<file path="src/rtl/puc_seq.sv">
// Uncore power-up sequencer: powers each contract-permitted domain in index order, then releases the shared reset.
// Define PUC_SEQ_TIMEOUT_EN to bound the wait for power-good by TIMEOUT cycles.
module puc_seq #(
    parameter  int unsigned N_DOM   = 2,
    parameter  int unsigned SETTLE  = 4,
    parameter  int unsigned TIMEOUT = 255,
    parameter  int unsigned CNT_W   = 8,
    localparam int unsigned IDX_W   = (N_DOM > 1) ? $clog2(N_DOM) : 1
) (
    input  logic             clk_i,
    input  logic             reset_ni,
    input  logic [N_DOM-1:0] puc_i,
    input  logic             start_i,
    input  logic             clr_i,
    input  logic [N_DOM-1:0] pg_i,
    output logic [N_DOM-1:0] pwr_en_o,
    output logic [N_DOM-1:0] iso_o,
    output logic             dom_reset_o,
    output logic             busy_o,
    output logic             done_o,
    output logic             err_o,
    output logic [IDX_W-1:0] err_dom_o
);

    if (N_DOM < 1 || SETTLE < 1 ||
        $clog2(SETTLE + 1) > CNT_W || $clog2(TIMEOUT + 1) > CNT_W) begin : g_bad_cfg
        $error("puc_seq: invalid parameter set");
    end

    typedef enum logic [2:0] {
        S_IDLE, S_PWR_ON, S_WAIT_PG, S_SETTLE, S_NEXT, S_RELEASE, S_DONE, S_ERROR
    } state_e;

    state_e             state_q, state_d;
    logic [N_DOM-1:0]   cap_q, cap_d;
    logic [IDX_W-1:0]   idx_q, idx_d;
    logic [CNT_W-1:0]   cnt_q, cnt_d;
    logic [N_DOM-1:0]   pwr_en_q, pwr_en_d;
    logic [N_DOM-1:0]   iso_q, iso_d;
    logic               dom_reset_q, dom_reset_d;
    logic               busy_q, busy_d;
    logic               done_q, done_d;
    logic               err_q, err_d;
    logic [IDX_W-1:0]   err_dom_q, err_dom_d;

    logic               drop;
    logic [IDX_W-1:0]   drop_idx;

    // Lowest-index permitted domain whose power-good has fallen
    always_comb begin
        drop     = 1'b0;
        drop_idx = '0;
        for (int i = N_DOM - 1; i >= 0; i--) begin
            if (cap_q[i] && !pg_i[i]) begin
                drop     = 1'b1;
                drop_idx = IDX_W'(i);
            end
        end
    end

    always_comb begin
        logic             go_err;
        logic             go_idle;
        logic [IDX_W-1:0] err_idx;

        state_d     = state_q;
        cap_d       = cap_q;
        idx_d       = idx_q;
        cnt_d       = cnt_q;
        pwr_en_d    = pwr_en_q;
        iso_d       = iso_q;
        dom_reset_d = dom_reset_q;
        busy_d      = busy_q;
        done_d      = done_q;
        err_d       = err_q;
        err_dom_d   = err_dom_q;
        go_err      = 1'b0;
        go_idle     = 1'b0;
        err_idx     = idx_q;

        case (state_q)
            S_IDLE: begin
                if (start_i) begin
                    cap_d   = puc_i;
                    idx_d   = '0;
                    cnt_d   = '0;
                    busy_d  = 1'b1;
                    state_d = S_PWR_ON;
                end
            end
            S_PWR_ON: begin
                if (!cap_q[idx_q]) begin
                    state_d = S_NEXT;
                end else begin
                    pwr_en_d[idx_q] = 1'b1;
                    cnt_d           = '0;
                    state_d         = S_WAIT_PG;
                end
            end
            S_WAIT_PG: begin
                if (pg_i[idx_q]) begin
                    cnt_d   = '0;
                    state_d = S_SETTLE;
                end else begin
`ifdef PUC_SEQ_TIMEOUT_EN
                    if (cnt_q == CNT_W'(TIMEOUT)) begin
                        go_err = 1'b1;
                    end else begin
                        cnt_d = cnt_q + CNT_W'(1);
                    end
`else
                    cnt_d = cnt_q + CNT_W'(1);
`endif
                end
            end
            S_SETTLE: begin
                cnt_d = cnt_q + CNT_W'(1);
                if (cnt_q == CNT_W'(SETTLE - 1)) begin
                    iso_d[idx_q] = 1'b0;
                    state_d      = S_NEXT;
                end
            end
            S_NEXT: begin
                // Release becomes visible in the cycle right after the final NEXT
                if (idx_q == IDX_W'(N_DOM - 1)) begin
                    dom_reset_d = 1'b0;
                    busy_d      = 1'b0;
                    done_d      = 1'b1;
                    state_d     = S_RELEASE;
                end else begin
                    idx_d   = idx_q + IDX_W'(1);
                    state_d = S_PWR_ON;
                end
            end
            S_RELEASE: begin
                state_d = S_DONE;
            end
            S_DONE: begin
                if (drop) begin
                    go_err  = 1'b1;
                    err_idx = drop_idx;
                end else if (clr_i) begin
                    go_idle = 1'b1;
                end
            end
            S_ERROR: begin
                if (clr_i) begin
                    go_idle = 1'b1;
                end
            end
            default: begin
                go_idle = 1'b1;
            end
        endcase

        if (go_err) begin
            pwr_en_d    = '0;
            iso_d       = '1;
            dom_reset_d = 1'b1;
            busy_d      = 1'b0;
            done_d      = 1'b0;
            err_d       = 1'b1;
            err_dom_d   = err_idx;
            state_d     = S_ERROR;
        end

        // err_dom survives the return to idle for post-mortem reads
        if (go_idle) begin
            pwr_en_d    = '0;
            iso_d       = '1;
            dom_reset_d = 1'b1;
            busy_d      = 1'b0;
            done_d      = 1'b0;
            err_d       = 1'b0;
            idx_d       = '0;
            cnt_d       = '0;
            state_d     = S_IDLE;
        end
    end

    always_ff @(posedge clk_i or negedge reset_ni) begin
        if (!reset_ni) begin
            state_q     <= S_IDLE;
            cap_q       <= '0;
            idx_q       <= '0;
            cnt_q       <= '0;
            pwr_en_q    <= '0;
            iso_q       <= '1;
            dom_reset_q <= 1'b1;
            busy_q      <= 1'b0;
            done_q      <= 1'b0;
            err_q       <= 1'b0;
            err_dom_q   <= '0;
        end else begin
            state_q     <= state_d;
            cap_q       <= cap_d;
            idx_q       <= idx_d;
            cnt_q       <= cnt_d;
            pwr_en_q    <= pwr_en_d;
            iso_q       <= iso_d;
            dom_reset_q <= dom_reset_d;
            busy_q      <= busy_d;
            done_q      <= done_d;
            err_q       <= err_d;
            err_dom_q   <= err_dom_d;
        end
    end

    assign pwr_en_o    = pwr_en_q;
    assign iso_o       = iso_q;
    assign dom_reset_o = dom_reset_q;
    assign busy_o      = busy_q;
    assign done_o      = done_q;
    assign err_o       = err_q;
    assign err_dom_o   = err_dom_q;

endmodule

</file>
<file path="config.mk">
export PLATFORM = sky130hd
export DESIGN_NAME = puc_seq
export DESIGN_NICKNAME = d
export VERILOG_FILES = /design/src/rtl/puc_seq.sv
export SDC_FILE = /design/constraint.sdc
export NUM_CORES = 1
export LEC_CHECK = 0
export BUFFER_PORTS_ARGS = -buffer_cell sky130_fd_sc_hd__buf_4
export CAP_MARGIN = 30
export CORE_MARGIN = 2
export CORE_UTILIZATION = 55
export CTS_CLUSTER_SIZE = 30
export DETAILED_ROUTE_END_ITERATION = 16
export PLACE_DENSITY_LB_ADDON = 0.25
export REMOVE_ABC_BUFFERS = 1
export SLEW_MARGIN = 20
export SYNTH_ARGS = -nofsm -noshare
export SYNTH_HDL_FRONTEND = slang
export SYNTH_SLANG_ARGS = --single-unit
</file>
<file path="constraint.sdc">
create_clock -name clk_i -period 1.9 [get_ports clk_i]
set_input_delay 0.38 -clock clk_i [delete_from_list [all_inputs] [get_ports clk_i]]
set_output_delay 0.38 -clock clk_i [all_outputs]
set_load 0.005 [all_outputs]
</file>
==> results of run 1 <==
[area by class of cell]
type,count,area (um^2)
Fill cell,183,733
Clock buffer,3,22.5
Tap cell,28,35.0
Inverter,5,23.8
Sequential cell,23,579
Timing Repair Buffer,22,168
Clock inverter,1,5.00
Multi-Input combinational cell,103,667
[report_power, final]
group / switching (uW) / internal [uW] / total [uW]
logic: 596 / 541 / 1140
registers: 180 / 677 / 856
clock network: 146 / 78.5 / 225
[final timing paths]
| check | slack [ns] | end | cells after the start | startpoint |
|---|---|---|---|---|
| worst max register to register | 0.16 | cnt_q[3]$_DFFE_PN0P_ | 4 | idx_q$_DFFE_PN0P_ |
| worst min-delay path | 0.29 | idx_q$_DFFE_PN0P_ | 2 | clr_i |
| min in group asynchronous | 0.49 | cnt_q[1]$_DFFE_PN0P_ | 2 | reset_ni |
| max in group asynchronous | 1.13 | dom_reset_o$_DFFE_PN1P_ | 2 | reset_ni |
| worst max-delay path | 0.16 | cnt_q[3]$_DFFE_PN0P_ | 4 | idx_q$_DFFE_PN0P_ |
| worst min register to register | 0.48 | dom_reset_o$_DFFE_PN1P_ | 2 | dom_reset_o$_DFFE_PN1P_ |
[cells by family (layout without fill, tap and decap cells)]
group	Yosys count	after routing	synth area share
adder cells (fa/ha/maj)	1	1	0.00952
multiplexers	6	6	0.0524
AO/OA/AOI/OAI	43	43	0.222
buffers and inverters	13	31	0.0562
XOR/XNOR	1	1	0.00667
flip-flops	23	23	0.441
AND/OR/NAND/NOR	52	52	0.212
[per-stage QoR]
step,setup slack (ns),cells
3_3_place_gp,0.241,180
5_1_grt,0.00932,185
3_5_place_dp,0.180,180
6_report,0.162,185
4_1_cts,0.151,185
2_1_floorplan,0.229,131
[registers in the layout, summed over array words and instances, names as in the netlist]
signal and count:
err_dom_o 1, cnt_q 8, idx_q 1, iso_o 2, done_o 1, state_q 3
busy_o 1, err_o 1, dom_reset_o 1, pwr_en_o 2, cap_q 2
[critical path, cell delays in order (launching register included)]
cell and delay [ns]:
dfrtp_1 0.54, mux2i_1 0.14, o21ai_0 0.53, nor3_1 0.13, a211o_1 0.29
[routing by layer]
| metal | track usage | up-vias |
|---|---|---|
| li1 | - | 551 |
| met1 | 0.300 | 563 |
| met2 | 0.402 | 30 |
| met3 | 0.0339 | 4 |
| met4 | 0.0684 | 0 |
| met5 | 0 | - |
[layout by cell type (no fill, tap or decap), types with 2 or more instances in the layout]
cell / n
a211o_1: 3
a21oi_1: 8
a22o_1: 2
a22oi_1: 2
a31oi_1: 3
and2_1: 2
and3_1: 3
buf_4: 21
clkbuf_4: 3
dfrtp_1: 20
dfstp_2: 3
inv_1: 4
mux2_2: 3
mux2i_1: 2
nand2_1: 13
nand2b_1: 3
nand3_1: 5
nand4_1: 3
nor2_1: 6
nor2b_1: 3
nor3_1: 7
o21ai_0: 10
o31ai_1: 4
[what timing repair did]
item / 4_1_cts / 5_1_grt
endpoints found under the hold margin: 20 / 0
endpoints found under the setup margin: 0 / 1
hold buffers: 1 / 0
gates resized for setup: 0 / 1
==> metrics.sh, run 1 <==
DRTANTENNAVIOLNETS=0
POST_ROUTE_CELLS_DRIVE_ABOVE_1_SHARE=0.236
P_LEAK_uW=0.000681
CLOCKROOTBUFFER='clkbuf_4'
CRITICAL_PATH_PEAK_FANOUT=9
GR-USAGE-ALL-LAYERS=0.232
REQUIRED_NS=2.10
TOP_SIGNAL_LAYER_USED='met4'
DETAILROUTE.VIA_COUNT=1148
DIE_AREA_MM2=0.00280
SETUP.WORST_PATH.CLASS='reg -> reg'
FINAL_CRITICAL_PATH_TIME_INCLUDING_I_O_DELAYS_AND_SETUP_NS=1.74
SYNTHESIS.AREA_PER_INSTANCE_UM2=9.45
SYNTH_AREA_LEADER_CELL='dfrtp_1'
FINAL_MIN_PERIOD_OVER_CLOCK_PERIOD=0.915
NUM_ROWS=17
CELLPOWERDENSITY_mW_PER_MM2=1480
ARRIVAL_NS=1.94
STATUS='finished clean'
SYNTH_ASYNC_SR_FLOP_SHARE=1.00
POSTSYNTHREGISTERBITS=23
YOSYS-TOP-CELLS-COUNT='20 x dfrtp_1, 13 x nand2_1, 10 x o21ai_0'
PLACEMENT.IO_BUFFERS=16
VIA_COUNT_OF_THE_FIRST_GLOBAL_ROUTING_PASS=1080
GLOBALPLACE.CONGESTION=0.844
MET3_LENGTH_UM=119
WL_UM=2860
GRT_FIRST_PASS_WIRELENGTH_UM=4820
SYNTH.LIB_CELLS_USED.DISTINCT=47
TIMING.SETUP.TNS_NS=0
WORST_HOLD_SLACK_NS=0.295
SLEW_HR=0.571
MAX_FREQ_MHz=575
INSERTION_DELAY_NS=0.31
CTS.REPAIR_TIMING.SETUP_BUFFER_COUNT=0
CRIT_PATH_START_KIND='flip-flop'
CORE_REGION_AREA_MM2=0.00223
YS.WARNINGS.COUNT=0
FINAL-MAX-SLEW-VIOLATION-COUNT=0
DIODE_INSERTION_COUNT_FOR_ANTENNA_REPAIR=0
DETAIL_ROUTE.ITER0.VIOLATIONS=40
ANTENNA_FOUND_INITIAL=0
CAP_VIOLATIONS=0
GRT_MAX_DEGREE=24
UNREPAIRED_SETUP_ENDPOINTS_AFTER_GLOBAL_ROUTING='no'
SETUP_VIOL=0
TIMING.CLOCK.SKEW_NS=0.00493
AVGVIACOUNTPERCELL=6.21
YS.FLOP_TYPE='dfrtp_1'
DIE_WIDTH_UM=52.9
SYNTHCELLS=139
POSTLAYOUTCELLAREA_MM2=0.00150
DPL.HPWL_UM=2140
FINALNETCOUNT=167
AREA_CONTRIBUTORS_POST_SYNTH='dfrtp_1 38%, dfstp_2 6.0%, o21ai_0 3.8%'
WORST-SLEW-PIN-TRANSITION_NS=0.637
DETAIL_ROUTE.WIRELENGTH.MET1_UM=1260
SEQ_AREA_FRAC_SYNTH=0.441
PEAKVDDDROP_mV=0.900
DRC=0
BOUNDARYPINS=17
SYNTH_EDF_COUNT=0
DRT_FIRST_PASS_ITERS=4
DIE_HEIGHT_UM=52.9
CTS-BUFFERS-INSERTED=3
MIN-DELAY-PATH-CLASS='in -> reg'
TOTAL_POWER_uW=2220
DOMINANT_CELL_BY_COUNT_IN_THE_SYNTHESIZED_NETLIST='dfrtp_1'
SHARE_OF_THE_SYNTHESIZED_AREA_IN_THE_TOP_CELL_TYPE=0.381
CLK_PIN_SLEW_NS=0.13
SYN_TO_FINAL_GROWTH_PCT=14.2
OVERFLOW=0
CLOCK_TREE_FROM_TRITONCTS='done'
SETUP.WORST_PATH.END_CLASS='flip-flop'
CTS_HTREE_LEVELS=1
CTSLONGESTPATHBUFFERS=2
PLACE_AREA_MM2=0.00146
CLKSINKCOUNT=23
POST-ROUTE-UTIL=0.672
WL_PER_CELL_UM=15.4
SYNTH_AREA_MM2=0.00131
MET2_LAYER_WIRE_LENGTH_IN_THE_ROUTED_DESIGN_UM=1440
REPORT.FINAL.HOLD_VIOL_COUNT=0
START_UTIL=0.588
(Power assumes the default switching activity.)
==> run 2: changes to the inputs <==
==> constraint.sdc (replaced) <==
create_clock -name clk_i -period 1.72 [get_ports clk_i]
set_input_delay 0.344 -clock clk_i [delete_from_list [all_inputs] [get_ports clk_i]]
set_output_delay 0.344 -clock clk_i [all_outputs]
set_load 0.005 [all_outputs]
==> run 2 against run 1 <==
Clock-buffer cell count is the same. Global-route usage rose by 1.3 points. Clock power up 12%. Non-clock buffer count up 4. Critical path type unchanged. Cell area up 2.0%. Power increased by 14%.
==> metrics.sh, run 2 (synthesis results as in run 1) <==
CLOCK_POWER_SHARE=0.100  # was 0.101
STATUS='finished clean'  # unchanged
WORST_HOLD_SLACK_NS=0.252  # was 0.295 ns
INSERTION_DELAY_NS=0.31  # about the same
REQUIRED_NS=1.93  # was 2.10 ns
MOST_FREQUENT_STANDARD_CELL_IN_THE_LAYOUT_EXCLUDING_FILL_AND_TAP_CELLS='buf_4'  # unchanged
SYN_TO_FINAL_GROWTH_PCT=16.5  # was 14.2%
MULTI_INPUT_AREA_UM2=667  # unchanged
CTS.REPAIR_TIMING.SETUP_BUFFER_COUNT=0  # unchanged
WL_UM=2910  # was 2860 um
P_INT_uW=1480  # was 1300 uW
VIA_COUNT_OF_THE_FIRST_GLOBAL_ROUTING_PASS=1066  # was 1,080
REGMOSTFLOPS='cnt_q'  # unchanged
DETAILROUTE.VIA_COUNT=1171  # was 1,148
PLACE.DETAILED.INSTANCES=184  # was 180
LARGEST_REGISTER_FFS=8  # unchanged
CTS_HTREE_LEVELS=1  # unchanged
SEQ_POWER_SHARE=0.375  # was 0.386
DRC=0  # unchanged
TIMING.SETUP.TNS_NS=0  # unchanged
POST-ROUTE-WORST-SETUP-SLACK_NS=0.0566  # was 0.162 ns
GRT_MAX_DEGREE=24  # unchanged
DETAIL_ROUTE.ITER0.VIOLATIONS=42  # was 40
PLACE_WS_NS=0.0641  # was 0.180 ns
CTSLONGESTPATHBUFFERS=2  # unchanged
DIE_HEIGHT_UM=52.9  # unchanged
DIE_WIDTH_UM=52.9  # unchanged
MAX_STAGE_DELAY_NS=0.51  # was 0.54 ns
FINALNETCOUNT=171  # was 167
DRT_FIRST_PASS_ITERS=4  # unchanged
DIE_AREA_MM2=0.00280  # unchanged
BOUNDARYPINS=17  # unchanged
WORST-SLEW-PIN-TRANSITION_NS=0.481  # was 0.637 ns
FINAL-SEQ-AREA_UM2=579  # unchanged
LAYOUT.FILLER_CELLS=172  # was 183
CLOCKROOTBUFFER='clkbuf_4'  # unchanged
PEAKVDDDROP_mV=1.04  # was 0.900 mV
ANTENNA_FOUND_INITIAL=0  # unchanged
MAX_FREQ_MHz=601  # was 575 MHz
SLEW_HR=0.676  # was 0.571
CTS-BUFFERS-INSERTED=3  # unchanged
TIMING.CRITICAL_PATH.CELLS='a21bo_2, o31ai_1, or3_4, a221o_1'  # was mux2i_1, o21ai_0, nor3_1, a211o_1
NUM_ROWS=17  # unchanged
BIGGESTREGSBYFLOPS='cnt_q x8, state_q x3'  # unchanged
CRIT_PATH_START_KIND='flip-flop'  # unchanged
GLOBALPLACE.CONGESTION=0.863  # was 0.844
UNREPAIRED_SETUP_ENDPOINTS_AFTER_GLOBAL_ROUTING='no'  # unchanged
P_LEAK_uW=0.000700  # was 0.000681 uW
DPL.HPWL_UM=2140  # about the same
ARRIVAL_NS=1.87  # was 1.94 ns
AVGVIACOUNTPERCELL=6.20  # was 6.21
DRTANTENNAVIOLNETS=0  # unchanged
GRT_FIRST_PASS_WIRELENGTH_UM=4930  # was 4820 um
POWER.SHARE.COMBINATIONAL=0.526  # was 0.513
CRITPATHBUFINV=0  # unchanged
FINAL-MAX-SLEW-VIOLATION-COUNT=0  # unchanged
POST_ROUTE_CELLS_DRIVE_ABOVE_1_SHARE=0.255  # was 0.236
START_UTIL=0.588  # unchanged
SW_FRAC_OF_TOTAL=0.413  # was 0.416
WORST_PATH_DOMINANT_CELL_FAMILY='compound AO/OA/AOI/OAI gates'  # unchanged
CRIT_PATH_TOP_DELAY_CELL='dfrtp_1'  # unchanged
CLK_PIN_SLEW_NS=0.12  # was 0.13 ns
P_SW_uW=1040  # was 922 uW
GR-USAGE-ALL-LAYERS=0.245  # was 0.232
WL_PER_CELL_UM=15.4  # about the same
CORE_REGION_AREA_MM2=0.00223  # unchanged
CAP_VIOLATIONS=0  # unchanged
LAYOUTNONFILLERINSTCOUNT=189  # was 185
TIMING.CLOCK.SKEW_NS=0.00164  # was 0.00493 ns
CLOCK_TREE_FROM_TRITONCTS='done'  # unchanged
PLACEMENT.IO_BUFFERS=16  # unchanged
CELLPOWERDENSITY_mW_PER_MM2=1650  # was 1480 mW/mm^2
FINAL_CRITICAL_PATH_TIME_INCLUDING_I_O_DELAYS_AND_SETUP_NS=1.66  # was 1.74 ns
CLKSINKCOUNT=23  # unchanged
MIN-DELAY-PATH-CLASS='in -> reg'  # unchanged
TOTAL_POWER_uW=2520  # was 2220 uW
REPORT.FINAL.HOLD_VIOL_COUNT=0  # unchanged
OVERFLOW=0  # unchanged
SETUP.WORST_PATH.CLASS='reg -> reg'  # unchanged
CRITICAL_PATH_PEAK_FANOUT=8  # was 9
DIODE_INSERTION_COUNT_FOR_ANTENNA_REPAIR=0  # unchanged
SETUP_VIOL=0  # unchanged
FINAL_MIN_PERIOD_OVER_CLOCK_PERIOD=0.967  # was 0.915
SETUP.WORST_PATH.END_CLASS='flip-flop'  # unchanged
LAYOUT_COMMON_CELLS='25 x buf_4, 20 x dfrtp_1, 13 x nand2_1'  # was 21 x buf_4, 20 x dfrtp_1, 13 x nand2_1
## run 2: worst register-to-register path, cell delays in order (launching register included)
cell	delay [ns]
dfrtp_1	0.51
a21bo_2	0.17
o31ai_1	0.09
or3_4	0.43
a221o_1	0.37
## run 2: final cells by class
cell class                      instances  share of cell area
Tap cell                               28              0.0229
Sequential cell                        23               0.379
Clock inverter                          1             0.00327
Clock buffer                            3              0.0147
Timing Repair Buffer                   26               0.129
Inverter                                5              0.0155
Multi-Input combinational cell        103               0.436
## run 2: power by group through the flow
| stage | registers, uW | logic [uW] | clock network, uW |
|---|---|---|---|
| finish | 946 | 1330 | 251 |
| floorplan | 992 | 732 | 0 |
| CTS | 940 | 1320 | 261 |
| global placement | 942 | 1280 | 0 |
| detailed placement | 953 | 1310 | 0 |
| global route | 968 | 1470 | 277 |
## run 2: final timing paths
check	start	endpoint	slack, ns	cells past startpoint
max	state_q[1]$_DFFE_PN0P_	cnt_q[2]$_DFFE_PN0P_	0.06	4
min	puc_i[1]	cap_q[1]$_DFFE_PN0P_	0.25	2
max reg2reg	state_q[1]$_DFFE_PN0P_	cnt_q[2]$_DFFE_PN0P_	0.06	4
min reg2reg	iso_o[0]$_DFFE_PN1P_	iso_o[0]$_DFFE_PN1P_	0.48	2
max in group asynchronous	reset_ni	iso_o[1]$_DFFE_PN1P_	0.99	2
min in group asynchronous	reset_ni	cnt_q[5]$_DFFE_PN0P_	0.44	2
## run 2: repair_timing
item	4_1_cts	5_1_grt
endpoints found under the hold margin	20	0
setup endpoints to repair	0	1
hold buffers	1	0
gates resized for setup	0	1
## run 2: metrics by stage
| stage | utilization | area [um^2] |
|---|---|---|
| after floorplan | - | 1260 |
| after global placement | 0.666 | 1490 |
| after detailed placement | 0.666 | 1490 |
| after CTS | 0.682 | 1520 |
| after global routing | 0.685 | 1530 |
| final | 0.685 | 1530 |
## run 2: layer usage
layer	vias to the layer above	GRT usage	routed length, um
met5	-	0	0
met4	0	0.103	65
met3	7	0.0339	130
met2	39	0.394	1400
met1	565	0.332	1310
li1	560	-	-
==> run 3: changes to the inputs <==
--- a/config.mk
+++ b/config.mk
@@ -11,7 +11,7 @@
 export CORE_UTILIZATION = 55
 export CTS_CLUSTER_SIZE = 30
 export DETAILED_ROUTE_END_ITERATION = 16
-export PLACE_DENSITY_LB_ADDON = 0.25
+export PLACE_DENSITY_LB_ADDON = 0.2
 export REMOVE_ABC_BUFFERS = 1
 export SLEW_MARGIN = 20
 export SYNTH_ARGS = -nofsm -noshare
==> run 3 against run 2 <==
Sequential power is essentially flat. Via count decreased by 1.3%. First-iteration DRC count is 43% lower. Maximum frequency shrank 0.17%. Register-to-register slack about the same. Highest routed layer unchanged.
==> metrics.sh, run 3 (synthesis results as in run 1) <==
STATUS='finished clean'  # unchanged
CRITPATHBUFINV=0  # unchanged
DIE_HEIGHT_UM=52.9  # unchanged
WORSTSETUPPATHDEPTH=4  # unchanged
POST_ROUTE_CELLS_DRIVE_ABOVE_1_SHARE=0.248  # was 0.255
GR-USAGE-ALL-LAYERS=0.241  # was 0.245
FINAL_MIN_PERIOD_OVER_CLOCK_PERIOD=0.969  # was 0.967
CRITICAL_PATH_PEAK_FANOUT=6  # was 8
MAX_FREQ_MHz=600  # was 601 MHz
ARRIVAL_NS=1.88  # was 1.87 ns
OVERFLOW=0  # unchanged
DRT_FIRST_PASS_ITERS=4  # unchanged
SETUP.WORST_PATH.CLASS='reg -> reg'  # unchanged
CLOCK_TREE_FROM_TRITONCTS='done'  # unchanged
BIGGESTREGSBYFLOPS='cnt_q x8, state_q x3'  # unchanged
DIE_AREA_MM2=0.00280  # unchanged
REPORT.FINAL.HOLD_VIOL_COUNT=0  # unchanged
SETUP.WORST_PATH.END_CLASS='flip-flop'  # unchanged
CTSLONGESTPATHBUFFERS=2  # unchanged
FINAL-MAX-SLEW-VIOLATION-COUNT=0  # unchanged
DIODE_INSERTION_COUNT_FOR_ANTENNA_REPAIR=0  # unchanged
GRT_MAX_DEGREE=24  # unchanged
CORE_REGION_AREA_MM2=0.00223  # unchanged
FINALNETCOUNT=171  # unchanged
CLK_PIN_SLEW_NS=0.13  # was 0.12 ns
MULTI_INPUT_AREA_UM2=676  # was 667 um^2
FINAL_CRITICAL_PATH_TIME_INCLUDING_I_O_DELAYS_AND_SETUP_NS=1.67  # was 1.66 ns
CAP_VIOLATIONS=0  # unchanged
AVGVIACOUNTPERCELL=6.12  # was 6.20
SETUP_VIOL=0  # unchanged
ANTENNA_FOUND_INITIAL=0  # unchanged
VIA_COUNT_OF_THE_FIRST_GLOBAL_ROUTING_PASS=1099  # was 1,066
DIE_WIDTH_UM=52.9  # unchanged
GLOBALPLACE.CONGESTION=0.821  # was 0.863
DRC=0  # unchanged
INSERTION_DELAY_NS=0.32  # was 0.31 ns
CTS_HTREE_LEVELS=1  # unchanged
WORST_HOLD_SLACK_NS=0.243  # was 0.252 ns
SYN_TO_FINAL_GROWTH_PCT=17.0  # was 16.5%
BOUNDARYPINS=17  # unchanged
CTS-BUFFERS-INSERTED=3  # unchanged
CLKSINKCOUNT=23  # unchanged
PLACE_WS_NS=0.0651  # was 0.0641 ns
CLOCKROOTBUFFER='clkbuf_4'  # unchanged
WL_PER_CELL_UM=15.9  # was 15.4 um
FINAL-SEQ-AREA_UM2=579  # unchanged
PLACEMENT.IO_BUFFERS=16  # unchanged
MAX_STAGE_DELAY_NS=0.48  # was 0.51 ns
LAYOUT.FILLER_CELLS=183  # was 172
WORST-SLEW-PIN-TRANSITION_NS=0.448  # was 0.481 ns
TIMING.CRITICAL_PATH.CELLS='mux2_4, nor3_2, or3_4, a221o_1'  # was a21bo_2, o31ai_1, or3_4, a221o_1
REGMOSTFLOPS='cnt_q'  # unchanged
START_UTIL=0.588  # unchanged
CRIT_PATH_START_KIND='flip-flop'  # unchanged
MIN-DELAY-PATH-CLASS='in -> reg'  # unchanged
CRIT_PATH_TOP_DELAY_CELL='dfrtp_1'  # unchanged
DPL.HPWL_UM=2180  # was 2140 um
PEAKVDDDROP_mV=1.05  # was 1.04 mV
TIMING.CLOCK.SKEW_NS=0.00244  # was 0.00164 ns
WL_UM=3000  # was 2910 um
NUM_ROWS=17  # unchanged
GRT_FIRST_PASS_WIRELENGTH_UM=4910  # was 4930 um
CELLPOWERDENSITY_mW_PER_MM2=1660  # was 1650 mW/mm^2
WORST_PATH_DOMINANT_CELL_FAMILY='flip-flops'  # was compound AO/OA/AOI/OAI gates
LAYOUT_COMMON_CELLS='25 x buf_4, 20 x dfrtp_1, 13 x nand2_1'  # unchanged
WORST_R2R_PATH_DEPTH=4  # unchanged
POST-ROUTE-WORST-SETUP-SLACK_NS=0.0538  # was 0.0566 ns
LARGEST_REGISTER_FFS=8  # unchanged
DETAIL_ROUTE.ITER0.VIOLATIONS=24  # was 42
SLEW_HR=0.698  # was 0.676
MOST_FREQUENT_STANDARD_CELL_IN_THE_LAYOUT_EXCLUDING_FILL_AND_TAP_CELLS='buf_4'  # unchanged
DETAILROUTE.VIA_COUNT=1156  # was 1,171
DRTANTENNAVIOLNETS=0  # unchanged
REQUIRED_NS=1.94  # was 1.93 ns
P_LEAK_uW=0.000699  # was 0.000700 uW
MIN_PATH_CELLS=2  # unchanged
run 3: cell types whose count changed in the layout (fill, tap and decap cells not counted):
cell | before | now
clkbuf_1 | 0 | 1
nor4b_2 | 1 | 0
clkinv_2 | 1 | 0
nor4b_4 | 0 | 1
run 3: final timing paths:
kind                                    startpoint                      end  slack (ns)
setup reg to reg                 idx_q$_DFFE_PN0P_     cnt_q[2]$_DFFE_PN0P_        0.05
hold reg to reg            dom_reset_o$_DFFE_PN1P_  dom_reset_o$_DFFE_PN1P_        0.47
hold / removal                            puc_i[1]     cap_q[1]$_DFFE_PN0P_        0.24
setup / recovery                 idx_q$_DFFE_PN0P_     cnt_q[2]$_DFFE_PN0P_        0.05
min in group asynchronous                 reset_ni     cnt_q[4]$_DFFE_PN0P_        0.43
max in group asynchronous                 reset_ni  dom_reset_o$_DFFE_PN1P_        1.01
run 3: per-layer routing:
metal | share of wire | track usage
met1 | 0.47 | 0.339
met2 | 0.47 | 0.383
met3 | 0.041 | 0.0254
met4 | 0.019 | 0.0897
met5 | 0 | 0
run 3: per-stage QoR:
step | util | std cells | TNS [ns] | total power, uW | cell area (um^2)
floorplan | - | 131 | 0 | 1720 | 1260
global placement | 0.662 | 183 | 0 | 2210 | 1480
detailed placement | 0.662 | 183 | 0 | 2260 | 1480
CTS | 0.678 | 188 | 0 | 2520 | 1520
global route | 0.689 | 189 | -0.0276 | 2740 | 1540
finish | 0.689 | 189 | 0 | 2550 | 1540
run 3: timing repair:
action	CTS	global route
hold buffers	1	0
hold endpoints to repair	20	0
gates resized for setup	0	2
endpoints found under the setup margin	0	4
buffers inserted	0	1
run 3: final cells by class:
cell class,count,share of cell area
repair buffers,26,0.129
well taps,28,0.0228
multi-input cells,103,0.439
inverters,5,0.0155
clock buffers,4,0.0171
flip-flops and latches,23,0.377
run 3: worst register-to-register path, delay by kind of cell (launching register included):
family | cells | cell delay, ns
AO/OA/AOI/OAI | 1 | 0.35
AND/OR/NAND/NOR | 2 | 0.48
multiplexers | 1 | 0.26
flip-flops | 1 | 0.48
run 3: where the power goes:
group | internal, uW | switching, uW
combinational | 650 | 692
sequential | 748 | 199
clock | 90.9 | 169
